===== src/rtl/od_rx_pkg.sv =====
// Shared constants for the open-drain line receiver and the driver models
// that pull those lines low.
package od_rx_pkg;

    localparam int OD_RX_FILTER_DEF     = 3;
    localparam int OD_RX_WIDTH_BITS_DEF = 12;

    // Level an open-drain driver pulls the net to; released nets float high.
    localparam logic OD_ASSERTED_LEVEL = 1'b0;

    // Bits needed for a filter counter that counts 0 .. filter-1.
    function automatic int od_rx_cnt_bits(input int filter);
        return (filter > 1) ? $clog2(filter) : 1;
    endfunction

endpackage


===== src/rtl/od_rx_channel.sv =====
// One open-drain line: level resolve, 2-flop sync, glitch filter, edge strobes,
// low-pulse width measurement and a valid/ack hand-off of each width.
module od_rx_channel
    import od_rx_pkg::*;
#(
    parameter int FILTER     = OD_RX_FILTER_DEF,
    parameter int WIDTH_BITS = OD_RX_WIDTH_BITS_DEF
) (
    input  logic                  clk,
    input  logic                  rst,
    input  logic                  line,
    output logic                  asserted,
    output logic                  assert_pulse,
    output logic                  release_pulse,
    output logic [WIDTH_BITS-1:0] width,
    output logic                  width_valid,
    input  logic                  width_ack,
    output logic                  overrun
);

    localparam int                  CW       = od_rx_cnt_bits(FILTER);
    localparam logic [CW-1:0]       CNT_LAST = CW'(FILTER - 1);
    localparam logic [WIDTH_BITS-1:0] WC_MAX = '1;
    localparam logic [WIDTH_BITS-1:0] WC_ONE = WIDTH_BITS'(1);

    logic                  raw;
    logic                  s1;
    logic                  s2;
    logic [CW-1:0]         cnt;
    logic [WIDTH_BITS-1:0] wc;
    logic                  toggle;
    logic                  rise;
    logic                  fall;
    logic                  ack_hit;

    // Only a hard 0 counts as asserted; z/x/1 mean the pull-up has the net.
    assign raw = (line === OD_ASSERTED_LEVEL);

    always_comb begin
        toggle  = 1'b0;
        rise    = 1'b0;
        fall    = 1'b0;
        ack_hit = 1'b0;
        if ((s2 != asserted) && (cnt == CNT_LAST)) begin
            toggle = 1'b1;
        end
        rise    = toggle & ~asserted;
        fall    = toggle & asserted;
        ack_hit = width_ack & width_valid;
    end

    always_ff @(posedge clk) begin
        if (!rst) begin
            s1       <= 1'b0;
            s2       <= 1'b0;
            cnt      <= '0;
            asserted <= 1'b0;
        end else begin
            s1 <= raw;
            s2 <= s1;
            if (s2 == asserted) begin
                cnt <= '0;
            end else if (toggle) begin
                cnt      <= '0;
                asserted <= ~asserted;
            end else begin
                cnt <= cnt + 1'b1;
            end
        end
    end

    always_ff @(posedge clk) begin
        if (!rst) begin
            assert_pulse  <= 1'b0;
            release_pulse <= 1'b0;
            wc            <= '0;
        end else begin
            assert_pulse  <= rise;
            release_pulse <= fall;
            // wc counts the cycles asserted is 1, starting at 1 on the rise edge.
            if (rise) begin
                wc <= WC_ONE;
            end else if (asserted && (wc != WC_MAX)) begin
                wc <= wc + 1'b1;
            end
        end
    end

    // Handshake: width_valid means width holds data not yet consumed; the
    // consumer raises width_ack for one or more cycles and the first edge with
    // both high consumes it. A new width arriving on that same edge wins and
    // stays valid; a new width arriving while still valid sets overrun.
    always_ff @(posedge clk) begin
        if (!rst) begin
            width       <= '0;
            width_valid <= 1'b0;
            overrun     <= 1'b0;
        end else if (fall) begin
            width       <= wc;
            width_valid <= 1'b1;
            if (width_valid && !width_ack) begin
                overrun <= 1'b1;
            end
        end else if (ack_hit) begin
            width_valid <= 1'b0;
            overrun     <= 1'b0;
        end
    end

endmodule


===== src/rtl/od_line_receiver.sv =====
// Capture end of a bank of pulled-up open-drain lines: one od_rx_channel per
// net, with the per-channel widths packed side by side on one bus.
module od_line_receiver
    import od_rx_pkg::*;
#(
    parameter int CHANNELS   = 6,
    parameter int FILTER     = OD_RX_FILTER_DEF,
    parameter int WIDTH_BITS = OD_RX_WIDTH_BITS_DEF
) (
    input  logic                           clk,
    input  logic                           rst,
    input  logic [CHANNELS-1:0]            line,
    output logic [CHANNELS-1:0]            asserted,
    output logic [CHANNELS-1:0]            assert_pulse,
    output logic [CHANNELS-1:0]            release_pulse,
    output logic [CHANNELS*WIDTH_BITS-1:0] width,
    output logic [CHANNELS-1:0]            width_valid,
    input  logic [CHANNELS-1:0]            width_ack,
    output logic [CHANNELS-1:0]            overrun
);

    for (genvar i = 0; i < CHANNELS; i++) begin : g_ch
        od_rx_channel #(
            .FILTER     (FILTER),
            .WIDTH_BITS (WIDTH_BITS)
        ) u_ch (
            .clk           (clk),
            .rst           (rst),
            .line          (line[i]),
            .asserted      (asserted[i]),
            .assert_pulse  (assert_pulse[i]),
            .release_pulse (release_pulse[i]),
            .width         (width[i*WIDTH_BITS +: WIDTH_BITS]),
            .width_valid   (width_valid[i]),
            .width_ack     (width_ack[i]),
            .overrun       (overrun[i])
        );
    end

endmodule


===== config.mk =====
export PLATFORM = sky130hd
export DESIGN_NAME = od_line_receiver
export DESIGN_NICKNAME = d
export VERILOG_FILES = /design/src/rtl/od_rx_pkg.sv /design/src/rtl/od_rx_channel.sv /design/src/rtl/od_line_receiver.sv
export SDC_FILE = /design/constraint.sdc
export NUM_CORES = 1
export LEC_CHECK = 0
export ABC_CLOCK_PERIOD_IN_PS = 2700
export CORE_MARGIN = 2
export CORE_UTILIZATION = 54
export CTS_CLUSTER_SIZE = 28
export DETAILED_ROUTE_END_ITERATION = 7
export PLACE_DENSITY = 0.91
export SYNTH_ARGS = -nofsm -noshare
export SYNTH_HDL_FRONTEND = slang
export SYNTH_SLANG_ARGS = --single-unit

===== constraint.sdc =====
create_clock -name clk -period 2.7 [get_ports clk]
set_clock_uncertainty 0.1 [all_clocks]
set_input_delay 0.27 -clock clk [delete_from_list [all_inputs] [get_ports clk]]
set_output_delay 0.27 -clock clk [all_outputs]
set_load 0.005 [all_outputs]

==> results of run 1 <==
## how the worst min path moves through the flow
| stage | startpoint | end |
|---|---|---|
| 2_1_floorplan | line[0] | g_ch[0].u_ch.s1 |
| 3_3_place_gp | g_ch[1].u_ch.cnt[0] | g_ch[1].u_ch.cnt[0] |
| 3_5_place_dp | g_ch[0].u_ch.cnt[0] | g_ch[0].u_ch.cnt[0] |
| 4_1_cts | line[3] | g_ch[3].u_ch.s1 |
| 5_1_grt | line[3] | g_ch[3].u_ch.s1 |
| 6_report | line[3] | g_ch[3].u_ch.s1 |
## metal layers
metal	vias up	part of all wire (%)	GRT usage, %
li1	3500	-	-
met4	0	1.6	8.34
met2	247	47	36.4
met3	33	6.6	6.16
met1	3263	45	29.4
met5	-	0	0
## final cells by class
class,count,area [sq um],area share [%]
tap,184,230,2.34
sequential,198,3960,40.3
clock inverter,12,174,1.77
multi-input combinational,669,3660,37.2
inverter,23,87.6,0.890
clock buffer,20,467,4.74
timing repair buffer,130,1260,12.8
## cells in the mapped netlist (7+ instances only)
cell type,number
sky130_fd_sc_hd__o31ai_1,8
sky130_fd_sc_hd__and3_1,10
sky130_fd_sc_hd__nand2_1,191
sky130_fd_sc_hd__nor3_1,17
sky130_fd_sc_hd__and3b_1,7
sky130_fd_sc_hd__nand3_1,30
sky130_fd_sc_hd__buf_4,30
sky130_fd_sc_hd__or4_1,10
sky130_fd_sc_hd__nand3b_1,7
sky130_fd_sc_hd__a21oi_1,125
sky130_fd_sc_hd__ha_1,12
sky130_fd_sc_hd__dfxtp_1,198
sky130_fd_sc_hd__mux2i_1,8
sky130_fd_sc_hd__nor2_1,55
sky130_fd_sc_hd__a31oi_1,11
sky130_fd_sc_hd__xnor2_1,10
sky130_fd_sc_hd__clkbuf_1,34
sky130_fd_sc_hd__and4_1,8
sky130_fd_sc_hd__a211oi_1,7
sky130_fd_sc_hd__and2_1,11
sky130_fd_sc_hd__o21ai_0,22
sky130_fd_sc_hd__nand4_1,19
sky130_fd_sc_hd__or3_1,15
sky130_fd_sc_hd__inv_1,22
sky130_fd_sc_hd__nand2b_1,16
sky130_fd_sc_hd__buf_2,8
## registers in the layout, indices dropped and copies added (netlist names)
register                 count
g_ch.u_ch.s1                 6
g_ch.u_ch.width_valid        6
g_ch.u_ch.cnt               12
g_ch.u_ch.assert_pulse       6
g_ch.u_ch.overrun            6
g_ch.u_ch.s2                 6
g_ch.u_ch.release_pulse      6
g_ch.u_ch.asserted           6
g_ch.u_ch.width             72
g_ch.u_ch.wc                72
## cells by family after synthesis
| family | count (synthesis) |
|---|---|
| simple gates | 416 |
| compound gates | 220 |
| flops | 198 |
| buf+inv | 96 |
| xor+xnor | 12 |
| fa+ha+maj | 12 |
| mux | 9 |
## stage by stage
step	power, W	hold slack [ps]	cells	instance area, sq um
after floorplan	0.00306	237	963	8100
final	0.00575	247	1236	9840
after global placement	0.00310	299	1204	9200
after detailed placement	0.00310	306	1204	9200
after CTS	0.00578	234	1236	9840
after global routing	0.00593	273	1236	9840
## worst max-delay path: stages, from the launching register on
cell	delay, ps
sky130_fd_sc_hd__dfxtp_1	440
sky130_fd_sc_hd__ha_1	270
sky130_fd_sc_hd__inv_1	90
sky130_fd_sc_hd__or4_1	680
sky130_fd_sc_hd__xnor2_1	180
sky130_fd_sc_hd__a221oi_1	280
## power by group through the flow
stage / sequential [W] / combinational (W) / clock [W]
after global placement: 0.00300 / 0.0000985 / 0
after floorplan: 0.00300 / 0.0000608 / 0
after detailed placement: 0.00300 / 0.0000999 / 0
after global routing: 0.00294 / 0.000111 / 0.00288
after CTS: 0.00294 / 0.000101 / 0.00274
final: 0.00294 / 0.000100 / 0.00271
==> run summary, run 1 <==
After clock tree synthesis, the setup repair step added 0 buffers. The placeable core region came out at 14600 sq um. The number of global-route vias before repair was 6440; the tightest slew margin relative to the limit was 22.2%. The internal portion of the total power is 0.00459 W. The floorplan step defined a die boundary enclosing 16000 sq um. Sorting the synthesized cells by area gives the leading types as sky130_fd_sc_hd__dfxtp_1 (49%), sky130_fd_sc_hd__nand2_1 (8.8%), sky130_fd_sc_hd__a21oi_1 (7.7%).

STA puts the critical path data required time at 2930 ps. The setup TNS was 0 ps; the largest voltage drop on the vdd net was 0.000466 V. In the final design database the tool counted 1065 nets.

The global placement routability congestion is 0.914, and the top-area cell type share of the netlist area is 48.9%. 116 I/O pins were placed. Once layout is complete, the utilization of the core stands at 67.5%.

The run gives 18100 um as the aggregate routed wire length. The leakage component of the power is 3.28 nW, and the height of the die is 127 um. In this run the core area contains 44 standard-cell rows.

The capture instance of the worst register-to-register path is g_ch[4].u_ch.wc[0]. Yosys printed 0 warnings. The routed layout has 7043 vias. The most used flip-flop cell after synthesis is sky130_fd_sc_hd__dfxtp_1.

The synthesized netlist devotes 16.1% of its cell area to compound gates. After detailed routing, the number of remaining DRC violations is 0. The setup path with the least slack is of type reg2reg. Yosys mapped a number of flops with a built-in enable equal to 0. The power per unit of standard cell area works out to 584 nW/um^2.

Diode insertion count for antenna repair: 0. In this run the register-to-register setup slack is 550 ps. The final-report setup violation count was 0; the first-pass GRT wire length was 30300 um. After the first detailed-routing iteration, the DRC count stood at 548. The largest net degree at the start of global routing is 38, and the proportion of layout cells with a drive suffix above 1 is 5.51%.

The adder-cell area share of the yosys netlist was 1.85%; the fraction of power consumed by sequential logic was 51.1%. The proportion of synthesized flip-flops having asynchronous set or reset was 0%. Beginning of the worst register-to-register path: g_ch[4].u_ch.wc[0]. In this run the remaining antenna-violating nets after routing total 0. The wire length per cell after detailed routing is 14.7 um. Source of the critical timing path: g_ch[4].u_ch.wc[0].

The area growth from synthesis to layout is 21.5%. Dividing the detail-routed via count by the number of cells gives 5.70. After synthesis the netlist holds a flip-flop and latch count of 198.

The tools report the end of the critical path as g_ch[4].u_ch.wc[0]. Of the synthesized area, sequential elements account for 48.9%. Combinational logic burns 1.7% of the power. Counting every sink on the clock net gives 198. The run gives 2380 ps as the endpoint arrival time on the critical path. In this run the mean area of a mapped cell was 8.42 sq um. The commonest non-fill, non-tap cell in the layout was sky130_fd_sc_hd__dfxtp_1. The clock share of power is 47.2%, and the number of H-tree levels is 4. The top cell types in the final layout, fill and taps aside, are sky130_fd_sc_hd__dfxtp_1 (198), sky130_fd_sc_hd__nand2_1 (191), sky130_fd_sc_hd__a21oi_1 (125), sky130_fd_sc_hd__clkdlybuf4s50_1 (115), sky130_fd_sc_hd__nor2_1 (55).

In the finished design, the share of the clock period the worst path needs comes to 79.5%. The number of nets handed over by synthesis was 989. Before antenna repair, the detailed router went through 5 iterations.

The routed design could run at a clock period as short as 2150 ps. The wire-length estimate of the detail-placed layout is 12100 um. The worst hold path belongs to the class in2reg.

The number of maximum-capacitance violations was 0. Prior to clock tree synthesis, the placed netlist has a worst setup slack of 586 ps. The number of hold buffers added after CTS was 0; the post-cts resize count was 0.

Buffers placed on the I/O ports in this run total 115. Counting every instance in the synthesized netlist gives 963. Global routing finished with a remaining overflow of 0. The depth of the worst register-to-register path works out to 5. The run gives 0.00116 W as the net load switching power.

The run finished with clean final reports. Global routing used 22.7% of the available tracks. In this run the deepest clock path goes through 2 buffers.

The area share of and/or/nand/nor cells after synthesis came out at 24.7%. The parity-gate share of the synthesized area counting xor and xnor cells came out at 1.30%. The die outline width is 127 um, and the maximum fanout count along the critical path is 7.

Across all setup checks in the final design, the least slack found is 555 ps. The net switching fraction of the power is 20.2%, and the clock transition at the registers of the reported paths is 60 ps. The portion of synthesized area spent on multiplexers is 1.13%. The number of antenna violations at the first check in global routing came out at 0. The total count of max-transition violations in the final report is 0. The layout has 1114 filler cells. The clock latency on the worst-skew pair is 440 ps. The worst hold path stage count is 2.

By area, the combinational part of the netlist is dominated by simple AND/OR/NAND/NOR gates. The run gives 0 as the number of failing hold endpoints at the final stage. In this run the clock root is driven by a sky130_fd_sc_hd__clkbuf_16.

TritonCTS created 17 clock buffers. The element type at the critical path start was a flop. TritonCTS built the clock tree. STA classifies the critical path endpoint as a flop.

Transition time of the tightest slew-check pin: 1160 ps. Counting distinct cell types in the post-synthesis netlist gives 61. The area of the mapped netlist is 8100 sq um, and the effective utilization at floorplan is 55.5%. Setup repair after global routing left no endpoint under its margin.

The tools report the timing-limited maximum frequency as 0.466 GHz. Summed over all instances, the cell type with the most area after synthesis is sky130_fd_sc_hd__dfxtp_1.
(Power assumes the default switching activity.)
==> run 2, diff against run 1 <==
- ABC_CLOCK_PERIOD_IN_PS: 2700 -> 2000
- clock period: 2.7 -> 2 ns (I/O delays scaled with it)
==> run 2 against run 1 <==
Against the previous run:
- global-route usage up 0.63 points
- design area up 2.4%
- first-iteration DRC count down 5.8%
- setup slack worse by 480 ps
- cell count up 2.6%
- sequential share of layout area down 0.92 points
- sequential power up 35%
==> run summary, run 2 (synthesized netlist as in run 1, its figures left out) <==
The flow ran to the end, and the final reports show no timing, DRC or antenna violations. The transition time of the tightest slew-check pin is 790 ps (was 1160 ps). The tools report the worst path required time as 1700 ps (was 2930 ps). The detailed router's first-iteration violation count is 516 (was 548), and the maximum root-to-sink buffer count is 2 (unchanged). The total clock buffers created by CTS was 17 (unchanged).

The proportion of layout cells with a drive suffix above 1 is 8.49% (was 5.51%), and the endpoint arrival time on the critical path is 1620 ps (was 2380 ps). The power per unit of standard cell area is 767 nW/um^2 (was 584 nW/um^2). Capture instance of the worst register-to-register path: g_ch[5].u_ch.wc[2] (was g_ch[4].u_ch.wc[0]).

The type of the most critical hold path was in2reg (unchanged). Leakage component of the power: 3.46 nW (was 3.28 nW). The tools report the worst hold path endpoint as g_ch[3].u_ch.s1 (unchanged).

The run gives 0.00773 W (was 0.00575 W) as the final total power. Worst hold path stage count: 2 (unchanged). Dividing the final minimum period by the clock period gives 96.2%. The path type of the worst setup path was reg2out (was reg2reg). Static timing analysis puts the maximum clock frequency at 0.520 GHz.

The tools report the start point of the worst hold path as line[3] (unchanged). The I/O pin total came out at 116 (unchanged). The logs give 0 (unchanged) for the count of unresolved DRC violations after routing and 1097 (was 1065) for the final layout net count. Beginning of the worst register-to-register path: g_ch[5].u_ch.wc[0] (was g_ch[4].u_ch.wc[0]). Number of maximum-capacitance violations: 0 (unchanged). The aggregate routed wire length is 18500 um (was 18100 um). The total count of max-transition violations in the final report came out at 0 (unchanged). The wire length per cell after detailed routing is 14.6 um (was 14.7 um).

The total of buffers placed on input and output ports came out at 115 (unchanged). The clock transition at the registers of the reported paths was 70 ps (was 60 ps). The type of destination of the critical path is an output port (was a flop).

The run gives 31100 um (was 30300 um) as the first-pass GRT wire length. The run gives 0.902 (was 0.914) as the global placement routability congestion. The tools report the element type at the critical path start as a flop (unchanged). For the setup slack at placement, the log shows 86.0 ps (was 586 ps).

Effective utilization at floorplan: 55.5% (unchanged). The depth of the worst register-to-register path is 6 (was 5), and the height of the die is 127 um (unchanged). Leading registers by flop count: g_ch.u_ch.wc x72, g_ch.u_ch.width x72, g_ch.u_ch.cnt x12 (unchanged).

The clock root buffer is sky130_fd_sc_hd__clkbuf_16 (unchanged). The logs give 4 (unchanged) for the number of H-tree levels and 36 (was 38) for the largest net degree at the start of global routing. For the tightest slew margin relative to the limit, the log shows 46.9% (was 22.2%).

The clock period could shrink to 1920 ps. The global-route total usage across every layer was 23.3% (was 22.7%); the layout overhead on the synthesized area was 24.4% (was 21.5%). Final global-route overflow total: 0 (unchanged). For the routing usage on met1, the log shows 30.0% (was 29.4%).

The run gives 1268 (was 1236) as the number of standard cells in the final layout excluding fillers. TritonCTS built the clock tree. The count of buffers added by post-CTS timing repair for setup is 0 (unchanged).

Busiest metal layer after global routing: met2 (unchanged). The maximum fanout count along the critical path came out at 7 (unchanged). The first-pass iteration count of the detailed router is 5 (unchanged). The diode insertion count for antenna repair was 0 (unchanged). The half-perimeter wire length after placement came out at 13000 um (was 12100 um). For the clock latency on the worst-skew pair, the log shows 430 ps (was 440 ps). The via count of the routed design was 7231 (was 7043). The logs give 76.1 ps (was 555 ps) for the worst setup margin and 16000 sq um (unchanged) for the full die area. The tools report the number of failing hold endpoints at the final stage as 0 (unchanged). The run gives 0 ps (unchanged) as the setup TNS. For the fraction of met2 tracks used by global routing, the log shows 38.1% (was 36.4%). The worst-case register-to-register setup slack came out at 110 ps (was 550 ps).

The row count was 44 (unchanged). The met3 usage was 5.74% (was 6.16%). The commonest non-fill, non-tap cell in the layout was sky130_fd_sc_hd__dfxtp_1 (unchanged). Die outline width: 127 um (unchanged). The placeable core region came out at 14600 sq um (unchanged). The tools report the final instance area as 10100 sq um (was 9840 sq um).

The cell count after placement is 1236 (was 1204). The tools report the number of antenna violations at the first check in global routing as 0 (unchanged). Final-report setup violation count: 0 (unchanged). The number of global-route vias before repair is 6758 (was 6440), and the per-cell via count in the routed design is 5.70 (about the same). The number of nets still failing antenna checks after routing is 0 (unchanged).

The placement-stage cell area came out at 9440 sq um (was 9200 sq um). The largest voltage drop on the vdd net came out at 0.000571 V (was 0.000466 V). Most frequent cells in the layout: sky130_fd_sc_hd__dfxtp_1 (196), sky130_fd_sc_hd__nand2_1 (191), sky130_fd_sc_hd__a21oi_1 (125), sky130_fd_sc_hd__clkdlybuf4s50_1 (115), sky130_fd_sc_hd__nor2_1 (55) (was sky130_fd_sc_hd__dfxtp_1 (198), sky130_fd_sc_hd__nand2_1 (191), sky130_fd_sc_hd__a21oi_1 (125), sky130_fd_sc_hd__clkdlybuf4s50_1 (115), sky130_fd_sc_hd__nor2_1 (55)). Setup repair after global routing left no endpoint under its margin. The clock sink count was 198 (unchanged).
==> run 2: worst max-delay path, stage by stage, from the launching register on <==
cell and delay (ps):
sky130_fd_sc_hd__dfxtp_1 440, sky130_fd_sc_hd__buf_4 180, sky130_fd_sc_hd__clkdlybuf4s50_1 570
==> run 2: cell type report <==
| cell class | count | area (sq um) |
|---|---|---|
| Multi-Input combinational cell | 669 | 3660 |
| Timing Repair Buffer | 162 | 1500 |
| Tap cell | 184 | 230 |
| Clock inverter | 12 | 174 |
| Inverter | 23 | 87.6 |
| Clock buffer | 20 | 457 |
| Fill cell | 1116 | 4510 |
| Sequential cell | 198 | 3970 |
==> run 2: timing repair <==
action | 4_1_cts | 5_1_grt
resized for setup | 0 | 3
hold buffers | 0 | 0
endpoints found under the setup margin | 0 | 3
==> run 2: metal layers <==
| metal | part of all wire [%] | vias up | routed length [um] |
|---|---|---|---|
| li1 | - | 3567 | - |
| met1 | 45 | 3376 | 8250 |
| met2 | 47 | 250 | 8710 |
| met3 | 6.6 | 38 | 1220 |
| met4 | 1.8 | 0 | 341 |
| met5 | 0 | - | 0 |
==> run 2: worst max path at each step <==
| stage | end | depth (start not counted) | slack (ps) | from |
|---|---|---|---|---|
| detailed placement | g_ch[4].u_ch.wc[0] | 5 | 90 | g_ch[4].u_ch.wc[1] |
| CTS | asserted[2] | 2 | 20 | g_ch[2].u_ch.asserted |
| global placement | g_ch[4].u_ch.wc[0] | 5 | 170 | g_ch[4].u_ch.wc[0] |
| global route | asserted[5] | 2 | 6 | g_ch[5].u_ch.asserted |
| finish | asserted[5] | 2 | 80 | g_ch[5].u_ch.asserted |
| floorplan | g_ch[4].u_ch.wc[0] | 6 | 100 | g_ch[4].u_ch.wc[0] |
==> run 2: report_power, final <==
part           internal (W)  leakage [nW]  switching (W)  total, W
Clock               0.00216         0.310        0.00146   0.00362
Combinational     0.0000587          1.55      0.0000870  0.000146
Sequential          0.00396          1.60     0.00000957   0.00397
Total               0.00617          3.46        0.00155   0.00773
==> run 2: through the flow <==
step	hold slack [ps]	util [%]
finish	170	69.1
CTS	158	69.0
global placement	298	64.7
global route	167	69.1
detailed placement	305	64.7
floorplan	167	-
